$ cat src/rtl/sdram_arb_pkg.sv
// Shared state encodings and owner-tag values for the SDRAM Avalon arbiter.
package sdram_arb_pkg;

    typedef logic [1:0] arb_state_t;

    localparam arb_state_t ST_IDLE  = 2'd0;
    localparam arb_state_t ST_OWN_A = 2'd1;
    localparam arb_state_t ST_OWN_B = 2'd2;

    localparam logic OWNER_A = 1'b0;
    localparam logic OWNER_B = 1'b1;

endpackage

$ cat src/rtl/arb_tag_fifo.sv
// One-bit owner-tag FIFO recording which master issued each outstanding read.
module arb_tag_fifo #(
    parameter int unsigned DEPTH = 8
) (
    input  logic                     clk,
    input  logic                     rst_n,
    input  logic                     push,
    input  logic                     din,
    input  logic                     pop,
    output logic                     dout,
    output logic                     full,
    output logic                     empty,
    output logic [$clog2(DEPTH):0]   count
);

    localparam int unsigned PW = $clog2(DEPTH);
    localparam int unsigned CW = PW + 1;

    logic [DEPTH-1:0] mem;
    logic [PW-1:0]    wr_ptr;
    logic [PW-1:0]    rd_ptr;
    logic             do_push;
    logic             do_pop;

    assign empty   = (count == '0);
    assign full    = (count == CW'(DEPTH));
    assign do_pop  = pop & ~empty;
    // A full FIFO still takes a push when the head leaves in the same cycle.
    assign do_push = push & (~full | do_pop);
    assign dout    = mem[rd_ptr];

    always_ff @(posedge clk) begin
        if (!rst_n) begin
            wr_ptr <= '0;
            rd_ptr <= '0;
            count  <= '0;
        end else begin
            if (do_push) begin
                mem[wr_ptr] <= din;
                wr_ptr      <= wr_ptr + PW'(1);
            end
            if (do_pop) begin
                rd_ptr <= rd_ptr + PW'(1);
            end
            count <= count + CW'(do_push) - CW'(do_pop);
        end
    end

endmodule

$ cat src/rtl/sdram_avalon_arbiter.sv
// Two-master Avalon-MM arbiter for the SDRAM controller port: round-robin grant,
// bounded burst hold and owner tagging so read data returns to the issuing master.
module sdram_avalon_arbiter
    import sdram_arb_pkg::*;
#(
    parameter int unsigned AW       = 25,
    parameter int unsigned DW       = 16,
    parameter int unsigned HOLD_MAX = 16,
    parameter int unsigned PEND_MAX = 8,
    parameter bit          B_PRIO   = 1'b0
) (
    input  logic                        M100CLK,
    input  logic                        lock,
    input  logic                        a_read,
    input  logic                        a_write,
    input  logic [AW-1:0]               a_addr,
    input  logic [DW/8-1:0]             a_be,
    input  logic [DW-1:0]               a_wdata,
    output logic                        a_waitreq,
    output logic [DW-1:0]               a_rdata,
    output logic                        a_rdvalid,
    input  logic                        b_read,
    input  logic                        b_write,
    input  logic [AW-1:0]               b_addr,
    input  logic [DW/8-1:0]             b_be,
    input  logic [DW-1:0]               b_wdata,
    output logic                        b_waitreq,
    output logic [DW-1:0]               b_rdata,
    output logic                        b_rdvalid,
    output logic                        s_read,
    output logic                        s_write,
    output logic [AW-1:0]               s_addr,
    output logic [DW/8-1:0]             s_be,
    output logic [DW-1:0]               s_wdata,
    input  logic                        s_waitreq,
    input  logic [DW-1:0]               s_rdata,
    input  logic                        s_rdvalid,
    output logic [1:0]                  gnt,
    output logic [$clog2(PEND_MAX):0]   pend_cnt
);

    localparam int unsigned    HCW      = $clog2(HOLD_MAX + 1);
    localparam logic [HCW-1:0] HOLD_LIM = HCW'(HOLD_MAX);

    arb_state_t     state, state_nxt;
    logic [HCW-1:0] hold_cnt, hold_nxt, hold_inc;
    logic           last_owner, last_owner_nxt;
    logic           err;
    logic           a_req, b_req, own_a, own_b;
    logic           fifo_full, fifo_empty, fifo_head;
    logic           push, pop, push_tag, read_block, accepted;

    assign a_req      = a_read | a_write;
    assign b_req      = b_read | b_write;
    assign own_a      = (state == ST_OWN_A);
    assign own_b      = (state == ST_OWN_B);
    assign gnt        = {own_b, own_a};
    assign pop        = s_rdvalid & ~fifo_empty;
    assign read_block = fifo_full & ~pop;

    // Command mux: the owner's request passes straight through; reads held off when tags run out.
    always_comb begin
        s_read  = 1'b0;
        s_write = 1'b0;
        s_addr  = '0;
        s_be    = '0;
        s_wdata = '0;
        if (own_a) begin
            s_read  = a_read & ~read_block;
            s_write = a_write;
            s_addr  = a_addr;
            s_be    = a_be;
            s_wdata = a_wdata;
        end else if (own_b) begin
            s_read  = b_read & ~read_block;
            s_write = b_write;
            s_addr  = b_addr;
            s_be    = b_be;
            s_wdata = b_wdata;
        end
    end

    assign accepted  = (s_read | s_write) & ~s_waitreq;
    assign push      = s_read & ~s_waitreq;
    assign push_tag  = own_b ? OWNER_B : OWNER_A;
    assign a_waitreq = ~own_a | s_waitreq | (a_read & read_block);
    assign b_waitreq = ~own_b | s_waitreq | (b_read & read_block);

    // Response demux steered by the oldest outstanding tag.
    assign a_rdvalid = pop & (fifo_head == OWNER_A);
    assign b_rdvalid = pop & (fifo_head == OWNER_B);
    assign a_rdata   = a_rdvalid ? s_rdata : '0;
    assign b_rdata   = b_rdvalid ? s_rdata : '0;

    assign hold_inc = (hold_cnt == HOLD_LIM) ? hold_cnt : hold_cnt + HCW'(1);

    // Grant FSM: ownership only moves at an edge with no command stalled in flight.
    always_comb begin
        state_nxt      = state;
        hold_nxt       = hold_cnt;
        last_owner_nxt = last_owner;
        case (state)
            ST_IDLE: begin
                if (a_req && b_req) begin
                    state_nxt = (B_PRIO || last_owner == OWNER_A) ? ST_OWN_B : ST_OWN_A;
                end else if (a_req) begin
                    state_nxt = ST_OWN_A;
                end else if (b_req) begin
                    state_nxt = ST_OWN_B;
                end
            end
            ST_OWN_A: begin
                if (accepted) hold_nxt = hold_inc;
                if (!a_req || (accepted && hold_inc == HOLD_LIM && b_req)) begin
                    state_nxt      = b_req ? ST_OWN_B : ST_IDLE;
                    hold_nxt       = '0;
                    last_owner_nxt = OWNER_A;
                end
            end
            ST_OWN_B: begin
                if (accepted) hold_nxt = hold_inc;
                if (!b_req || (accepted && hold_inc == HOLD_LIM && a_req)) begin
                    state_nxt      = a_req ? ST_OWN_A : ST_IDLE;
                    hold_nxt       = '0;
                    last_owner_nxt = OWNER_B;
                end
            end
            default: begin
                state_nxt = ST_IDLE;
                hold_nxt  = '0;
            end
        endcase
    end

    always_ff @(posedge M100CLK) begin
        if (!lock) begin
            state      <= ST_IDLE;
            hold_cnt   <= '0;
            last_owner <= OWNER_B;
            err        <= 1'b0;
        end else begin
            state      <= state_nxt;
            hold_cnt   <= hold_nxt;
            last_owner <= last_owner_nxt;
            if (s_rdvalid && fifo_empty) err <= 1'b1;
        end
    end

    arb_tag_fifo #(
        .DEPTH (PEND_MAX)
    ) u_tag_fifo (
        .clk   (M100CLK),
        .rst_n (lock),
        .push  (push),
        .din   (push_tag),
        .pop   (pop),
        .dout  (fifo_head),
        .full  (fifo_full),
        .empty (fifo_empty),
        .count (pend_cnt)
    );

    // Orphan responses are a controller protocol error, flagged for the assertion environment.
    orphan_rsp_seen: cover property (@(posedge M100CLK) disable iff (!lock) err);
    one_cmd_at_a_time: assert property (@(posedge M100CLK) disable iff (!lock) !(s_read && s_write));

endmodule
$ cat config.mk
export PLATFORM = sky130hd
export DESIGN_NAME = sdram_avalon_arbiter
export DESIGN_NICKNAME = d
export VERILOG_FILES = /design/src/rtl/sdram_arb_pkg.sv /design/src/rtl/arb_tag_fifo.sv /design/src/rtl/sdram_avalon_arbiter.sv
export SDC_FILE = /design/constraint.sdc
export NUM_CORES = 1
export LEC_CHECK = 0
export ABC_CLOCK_PERIOD_IN_PS = 2500
export BUFFER_PORTS_ARGS = -buffer_cell sky130_fd_sc_hd__buf_2
export CAP_MARGIN = 20
export CORE_AREA = 5 5 88 90
export DETAILED_ROUTE_END_ITERATION = 12
export DIE_AREA = 0 0 93 95
export PLACE_DENSITY_LB_ADDON = 0.15
export SYNTH_ARGS = -nofsm -noshare
export SYNTH_HDL_FRONTEND = slang
export SYNTH_SLANG_ARGS = --single-unit
$ cat constraint.sdc
create_clock -name M100CLK -period 2.5 [get_ports M100CLK]
set_clock_uncertainty 0.15 [all_clocks]
set_input_delay 0.25 -clock M100CLK [delete_from_list [all_inputs] [get_ports M100CLK]]
set_output_delay 0.25 -clock M100CLK [all_outputs]
set_load 0.01 [all_outputs]
==> results of run 1 <==
routing by layer:
| metal | track usage (%) | up-vias | wire (um) |
|---|---|---|---|
| met5 | 0 | - | 0 |
| li1 | - | 1383 | - |
| met4 | 2.564 | 0 | 53 |
| met1 | 22.31 | 1244 | 3391 |
| met2 | 29.51 | 112 | 4286 |
| met3 | 5.418 | 6 | 760 |
final timing paths:
path | start | endpoint | slack (ns) | cells after the start
max | u_tag_fifo.rd_ptr[0] | a_rdata[6] | 0.13 | 5
min | s_waitreq | u_tag_fifo.wr_ptr[0] | 0.26 | 3
max reg2reg | u_tag_fifo.count[2] | u_tag_fifo.count[2] | 0.18 | 8
min reg2reg | u_tag_fifo.wr_ptr[0] | u_tag_fifo.wr_ptr[0] | 0.38 | 2
registers in the layout, indices dropped and copies added, names as in the netlist:
register	flops
u_tag_fifo.wr_ptr	3
u_tag_fifo.count	4
state	2
hold_cnt	5
last_owner	1
u_tag_fifo.mem	8
u_tag_fifo.rd_ptr	3
area by class of cell:
cell class,count,area (um2),area share (%)
Inverter,15,56.30,1.615
Clock inverter,1,30.03,0.8611
Timing Repair Buffer,207,1067,30.61
Clock buffer,3,41.29,1.184
Sequential cell,26,601.8,17.26
Tap cell,82,102.6,2.942
Multi-Input combinational cell,208,1588,45.53
placed cells by master (no fill, tap or decap), drive strengths merged, types with 8 or more instances in the layout:
cell type	instances
dfxtp	18
and3	17
ha	14
buf	207
nor2b	9
nor2	8
nand2	14
a22o	47
edfxtp	8
and2	22
nor3	9
inv	15
critical path, delay by kind of cell (launching register included):
family	cells	cell delay, ns
buf+inv	2	0.34
flops	1	0.40
mux	2	0.82
simple gates	1	0.15
kinds of logic (layout without fill, tap and decap cells):
| kind of cell | Yosys count | count (layout) | synth area share (%) |
|---|---|---|---|
| compound gates | 78 | 78 | 27.44 |
| mux | 5 | 5 | 3.796 |
| fa+ha+maj | 15 | 15 | 8.460 |
| flops | 26 | 26 | 26.03 |
| simple gates | 101 | 102 | 25.16 |
| buf+inv | 34 | 226 | 6.073 |
| xor+xnor | 8 | 8 | 3.037 |
metrics by stage:
| stage | power, mW | setup WS (ns) | hold WS (ns) | cells | area (um2) |
|---|---|---|---|---|---|
| CTS | 2.979 | 0.06104 | 0.2464 | 540 | 3462 |
| global route | 3.243 | 0.006316 | 0.3099 | 542 | 3487 |
| floorplan | 1.868 | 0.1004 | 0.2880 | 267 | 2307 |
| detailed placement | 2.607 | 0.1674 | 0.3602 | 536 | 3385 |
| finish | 2.972 | 0.1267 | 0.2587 | 542 | 3487 |
| global placement | 2.593 | 0.2206 | 0.3536 | 536 | 3385 |
synthesized netlist by cell type, drive strengths merged, types with 3 or more instances:
cell type,number
a211oi,3
a21o,3
a21oi,6
a22o,47
and2,22
and3,17
buf,7
clkbuf,12
dfxtp,18
edfxtp,8
ha,14
inv,15
mux2i,3
nand2,14
nand2b,3
nand3,7
nand3b,5
nor2,8
nor2b,8
nor3,9
o21ai,6
xnor2,4
xor2,4
power groups by stage:
stage / Combinational, mW / Clock (mW) / Sequential (mW)
2_1_floorplan: 1.28 / 0 / 0.584
3_3_place_gp: 2.01 / 0 / 0.582
3_5_place_dp: 2.02 / 0 / 0.584
4_1_cts: 2.04 / 0.363 / 0.576
5_1_grt: 2.27 / 0.384 / 0.586
6_report: 2.05 / 0.346 / 0.574
what timing repair did:
action | in CTS | in global routing
setup buffers | 0 | 1
endpoints found under the setup margin | 16 | 52
resized for setup | 2 | 2
cloned | 0 | 1
==> out/metrics.yaml, run 1 <==
run_status:
  status: "completed"
pwr:
  p_seq_share_pct: 19.3
  p_sw_mw: 1.307
  p_per_area_mw_per_mm2: 852.4
  p_sw_share_pct: 43.98
  combPwrFrac_pct: 69.0
  clkPwrFrac_pct: 11.7
  power_leakage_nw: 1.904
  intPower_mw: 1.665
  ir_drop_mv: 0.5447
cells_and_area:
  areaGrowthSynthToFinish_pct: 51.14
  num-fill-cells: 732
  n_antenna_cell: 0
  final_util_pct: 49.95
  drive_above_1_share_pct: 48.48
  nets: 586
floorplanning:
  die_x_um: 93
  pin_count: 197
  rows: 31
  die_h_um: 95
  die_area_mm2: 0.008835
  core_area_mm2: 0.006982
  start_util_pct: 33.05
sta:
  fin_crit_sh_pct: 94.93
  rsz0062_at_grt: "no"
  layout_min_cycle_time_ns: 2.373
  finalHoldViolCount: 0
  timing.fmax_mhz: 421.4
  slew_violations: 0
  slew_headroom_pct: 67.54
  tightest_slew_ns: 0.4859
  setup_tns_ns: 0
  setup_viol: 0
global_route:
  grt_pass1_wl_um: 12670
  grt_pass1_vias: 2615
  grt_overflow: 0
  grt_antenna_before_repair: 0
  grt_usage_pct: 17.43
  grt_max_degree: 44
clock_network:
  cts_tree: "done"
  postCtsHoldBufs: 0
  cts_root_buffer: "clkbuf_8"
  htree_levels: 1
  cts.clk_slew.worst_paths_ns: 0.09
  cts.path.max_buffers: 2
  clk_latency_ns: 0.27
  clkSinkCount: 26
  cts-buffers-inserted: 3
setup_path:
  crit_path_end_kind: "output pin"
  slowest_delay_ns: 0.54
  path_cells: "mux4_2, mux2i_4, buf_4, and3_1, buf_2"
  worstPathRequired_ns: 2.10
  cp_max_fo: 10
  crit_slowest_cell: "mux4_2"
  path_class: "reg -> out"
  cp-start-kind: "flop"
  arrival_ns: 1.97
synthesis:
  synth_top_area_share_pct: 17.46
  seq_area_frac_synth_pct: 26.03
  synthCells: 267
  synth_nets: 392
  syn_area_mm2: 0.002307
  ys_warn_count: 0
  ys_seq_elements: 26
  ys_top_cells_by_area: "a22o_1 17%, dfxtp_1 16%, edfxtp_1 10%, ha_1 7.6%, and2_1 6.0%"
  syn_area_per_cell_um2: 8.641
  yosys.cell_types.count: 49
  synth_edf_count: 8
  synth_top_cell_by_area: "a22o_1"
  ys_async_sr_fraction_pct: 0
  synth_ff_type: "dfxtp_1"
placement:
  dp_hpwl_um: 7080
  place_congestion: 0.8857
  port_buffers: 196
routing:
  wirelength_um: 8493
  vias: 2745
  via_per_inst: 5.065
  drc: 0
  firstDrtPassIters: 4
  ant_nets: 0
  post_drt_wl_per_cell_um: 15.67
  dr.first_iter.drc_count: 89
min_path:
  hp-class: "in -> reg"
flow_run:
  cap_violations: 0
Note: power is estimated with default switching activity, not from simulation.
==> run 2: changes to the inputs <==
Settings changed: ABC_AREA from default to 1, CORE_AREA 5 5 88 90 to 5 5 90 92, DIE_AREA 0 0 93 95 to 0 0 95 97, RECOVER_POWER from default to 100.
==> run 2 against run 1 <==
  * Worst setup slack better by 0.071 ns
  * Non-clock buffer count is 5 lower
  * Combinational power is 5% higher
  * Core utilization is 0.88 points lower
  * Sequential share of layout area is 0.11 points lower
  * Highest routed layer unchanged
==> out/metrics.yaml, run 2 <==
setup_path:
  arrival_ns: 1.90  # was 1.97 ns
  crit_path_end_kind: "output pin"  # unchanged
  worstPathRequired_ns: 2.10  # about the same
  cp_max_fo: 45  # was 10
  path_class: "reg -> out"  # unchanged
  cp-start-kind: "flop"  # unchanged
clock_network:
  htree_levels: 1  # unchanged
  cts.path.max_buffers: 2  # unchanged
  cts_setup_buffers: 0  # unchanged
  cts_root_buffer: "clkbuf_8"  # unchanged
  clk_latency_ns: 0.27  # about the same
  cts.clk_slew.worst_paths_ns: 0.09  # about the same
  cts-resized-gates: 0  # was 2
  clkSinkCount: 26  # unchanged
  postCtsHoldBufs: 0  # unchanged
  cts-buffers-inserted: 3  # unchanged
  cts_tree: "done"  # unchanged
global_route:
  grt_overflow: 0  # unchanged
  grt_usage_pct: 18.50  # was 17.43%
  grt_antenna_before_repair: 0  # unchanged
  grt_pass1_wl_um: 14080  # was 12670 um
  grt_pass1_vias: 3122  # was 2615
  grt_max_degree: 55  # was 44
cells_and_area:
  largest_reg_flops: 8  # unchanged
  drive_above_1_share_pct: 21.68  # was 48.48%
  final_common_cell: "nand2_1"  # was buf_2
  regMostFlops: "u_tag_fifo.mem"  # unchanged
  areaGrowthSynthToFinish_pct: 40.16  # was 51.14%
  n_antenna_cell: 0  # unchanged
  reg.largest.list: "u_tag_fifo.mem x8, hold_cnt x5, u_tag_fifo.count x4"  # unchanged
  final_cell_mix: "132 x nand2_1, 113 x buf_2, 83 x clkbuf_1"  # was 196 x buf_2, 46 x a22o_1, 22 x and2_1
  nets: 744  # was 586
pwr:
  p_total_mw: 3.107  # was 2.972 mW
  p_per_area_mw_per_mm2: 887.2  # was 852.4 mW/mm2
  power_leakage_nw: 1.943  # was 1.904 nW
  ir_drop_mv: 0.3607  # was 0.5447 mV
sta:
  slew_violations: 0  # unchanged
  tightest_slew_ns: 0.5371  # was 0.4859 ns
  slew_headroom_pct: 64.19  # was 67.54%
  setup_viol: 0  # unchanged
  setup_tns_ns: 0  # unchanged
  rsz0062_at_grt: "no"  # unchanged
  timing.fmax_mhz: 434.3  # was 421.4 MHz
  fin_crit_sh_pct: 92.10  # was 94.93%
  finalHoldViolCount: 0  # unchanged
  layout_min_cycle_time_ns: 2.302  # was 2.373 ns
placement:
  dp_hpwl_um: 7334  # was 7080 um
  place_congestion: 0.8935  # was 0.8857
  port_buffers: 196  # unchanged
routing:
  firstDrtPassIters: 4  # unchanged
  wirelength_um: 8807  # was 8493 um
  drc: 0  # unchanged
  dr.first_iter.drc_count: 62  # was 89
  ant_nets: 0  # unchanged
  via_per_inst: 4.563  # was 5.065
  vias: 3272  # was 2745
  post_drt_wl_per_cell_um: 12.28  # was 15.67 um
synthesis:
  syn_area_per_cell_um2: 5.771  # was 8.641 um2
  ys_async_sr_fraction_pct: 0  # unchanged
  synth_ff_type: "dfxtp_1"  # unchanged
  synthSimpleGateAreaFrac_pct: 46.42  # was 25.16%
  syn_area_mm2: 0.002499  # was 0.002307 mm2
  synth.mux.area_fraction_pct: 0.4006  # was 3.796%
  yosysMostFrequentCell: "nand2_1"  # was a22o_1
  synth_xor_xnor_area_share_pct: 0.7011  # was 3.037%
  synth_top_cell_by_area: "nand2_1"  # was a22o_1
  yosys.cell_types.count: 33  # was 49
  synthCells: 433  # was 267
  synth_compound_area_share_pct: 7.011  # was 27.44%
  synth_nets: 558  # was 392
  seq_area_frac_synth_pct: 24.04  # was 26.03%
  synth_edf_count: 8  # unchanged
  synthTopCellsByCount: "131 x nand2_1, 68 x nor2_1, 61 x nand3_1, 60 x inv_1, 18 x dfxtp_1"  # was 46 x a22o_1, 22 x and2_1, 18 x dfxtp_1, 17 x and3_1, 15 x inv_1
  synth_top_area_share_pct: 19.68  # was 17.46%
  synth_top_family_by_area: "simple AND/OR/NAND/NOR gates"  # was compound AO/OA/AOI/OAI gates
  ys_warn_count: 0  # unchanged
  synth_adder_area_share_pct: 7.812  # was 8.460%
  ys_top_cells_by_area: "nand2_1 20%, dfxtp_1 14%, nand3_1 12%, nor2_1 10%, edfxtp_1 9.6%"  # was a22o_1 17%, dfxtp_1 16%, edfxtp_1 10%, ha_1 7.6%, and2_1 6.0%
  ys_seq_elements: 26  # unchanged
floorplanning:
  die_h_um: 97  # was 95 um
  die_area_mm2: 0.009215  # was 0.008835 mm2
  rows: 31  # unchanged
  die_x_um: 95  # was 93 um
  start_util_pct: 35.01  # was 33.05%
  core_area_mm2: 0.007137  # was 0.006982 mm2
  pin_count: 197  # unchanged
min_path:
  hp-class: "in -> reg"  # unchanged
flow_run:
  cap_violations: 0  # unchanged
run_status:
  status: "completed"  # unchanged
## run 2: cell types whose count changed after synthesis, sizes merged, moves of 17 or more
cell   before  now
nand2      14  137
and3       17    0
nand3       7   63
a22o       47    0
and2       22    0
inv        15   62
nor2        8   68
## run 2: metrics by stage
stage | cell area, um2 | utilization, % | cells | hold slack (ns) | setup WS, ns
after floorplan | 2499 | - | 433 | 0.2391 | 0.2881
after global placement | 3547 | 49.70 | 713 | 0.3054 | 0.3880
after detailed placement | 3547 | 49.70 | 713 | 0.3141 | 0.3068
after CTS | 3618 | 50.70 | 717 | 0.1585 | 0.2022
after global routing | 3502 | 49.07 | 717 | 0.1730 | 0.03691
final | 3502 | 49.07 | 717 | 0.1568 | 0.1976
## run 2: worst paths after layout
| path | end | slack [ns] | start | cells past startpoint |
|---|---|---|---|---|
| worst max register to register | u_tag_fifo.count[2] | 0.21 | u_tag_fifo.count[2] | 12 |
| worst min register to register | last_owner | 0.33 | last_owner | 2 |
| worst min-delay path | u_tag_fifo.count[1] | 0.16 | lock | 3 |
| worst max-delay path | s_addr[6] | 0.20 | state[1] | 7 |
## run 2: kinds of logic after synthesis
kind of cell,count (synthesis)
and+or+nand+nor,275
buffers and inverters,84
AOI/OAI and AO/OA,30
DFF,26
adders and majority gates,15
xor gates and xnor gates,2
muxes,1
## run 2: per-layer routing
metal / vias to the layer above / global-route usage (%) / routed length (um)
li1: 1716 / - / -
met1: 1392 / 19.81 / 3241
met2: 148 / 34.44 / 4414
met3: 16 / 4.965 / 892
met4: 0 / 5.660 / 258
met5: - / 0 / 0
## run 2: area by class of cell
type | instances | area (um2)
clock buffers | 3 | 41.29
well taps | 99 | 123.9
inverters | 63 | 236.5
clock inverters | 1 | 30.03
multi-input cells | 323 | 1550
fillers | 848 | 3635
repair buffers | 202 | 919.6
flip-flops and latches | 26 | 600.6
## run 2: where the power goes
| group | internal [mW] | leakage (nW) | switching [mW] | total, mW |
|---|---|---|---|---|
| Clock | 0.214 | 0.0357 | 0.137 | 0.352 |
| Sequential | 0.523 | 0.221 | 0.0775 | 0.601 |
| Combinational | 0.721 | 1.69 | 1.43 | 2.15 |
| Total | 1.46 | 1.94 | 1.65 | 3.11 |
## run 2: worst max-delay path: stages, from the launching register on
cell	delay, ns
dfxtp_1	0.38
inv_1	0.08
ha_1	0.22
inv_1	0.09
clkbuf_4	0.44
nand3_1	0.12
nand2_1	0.12
clkbuf_1	0.17
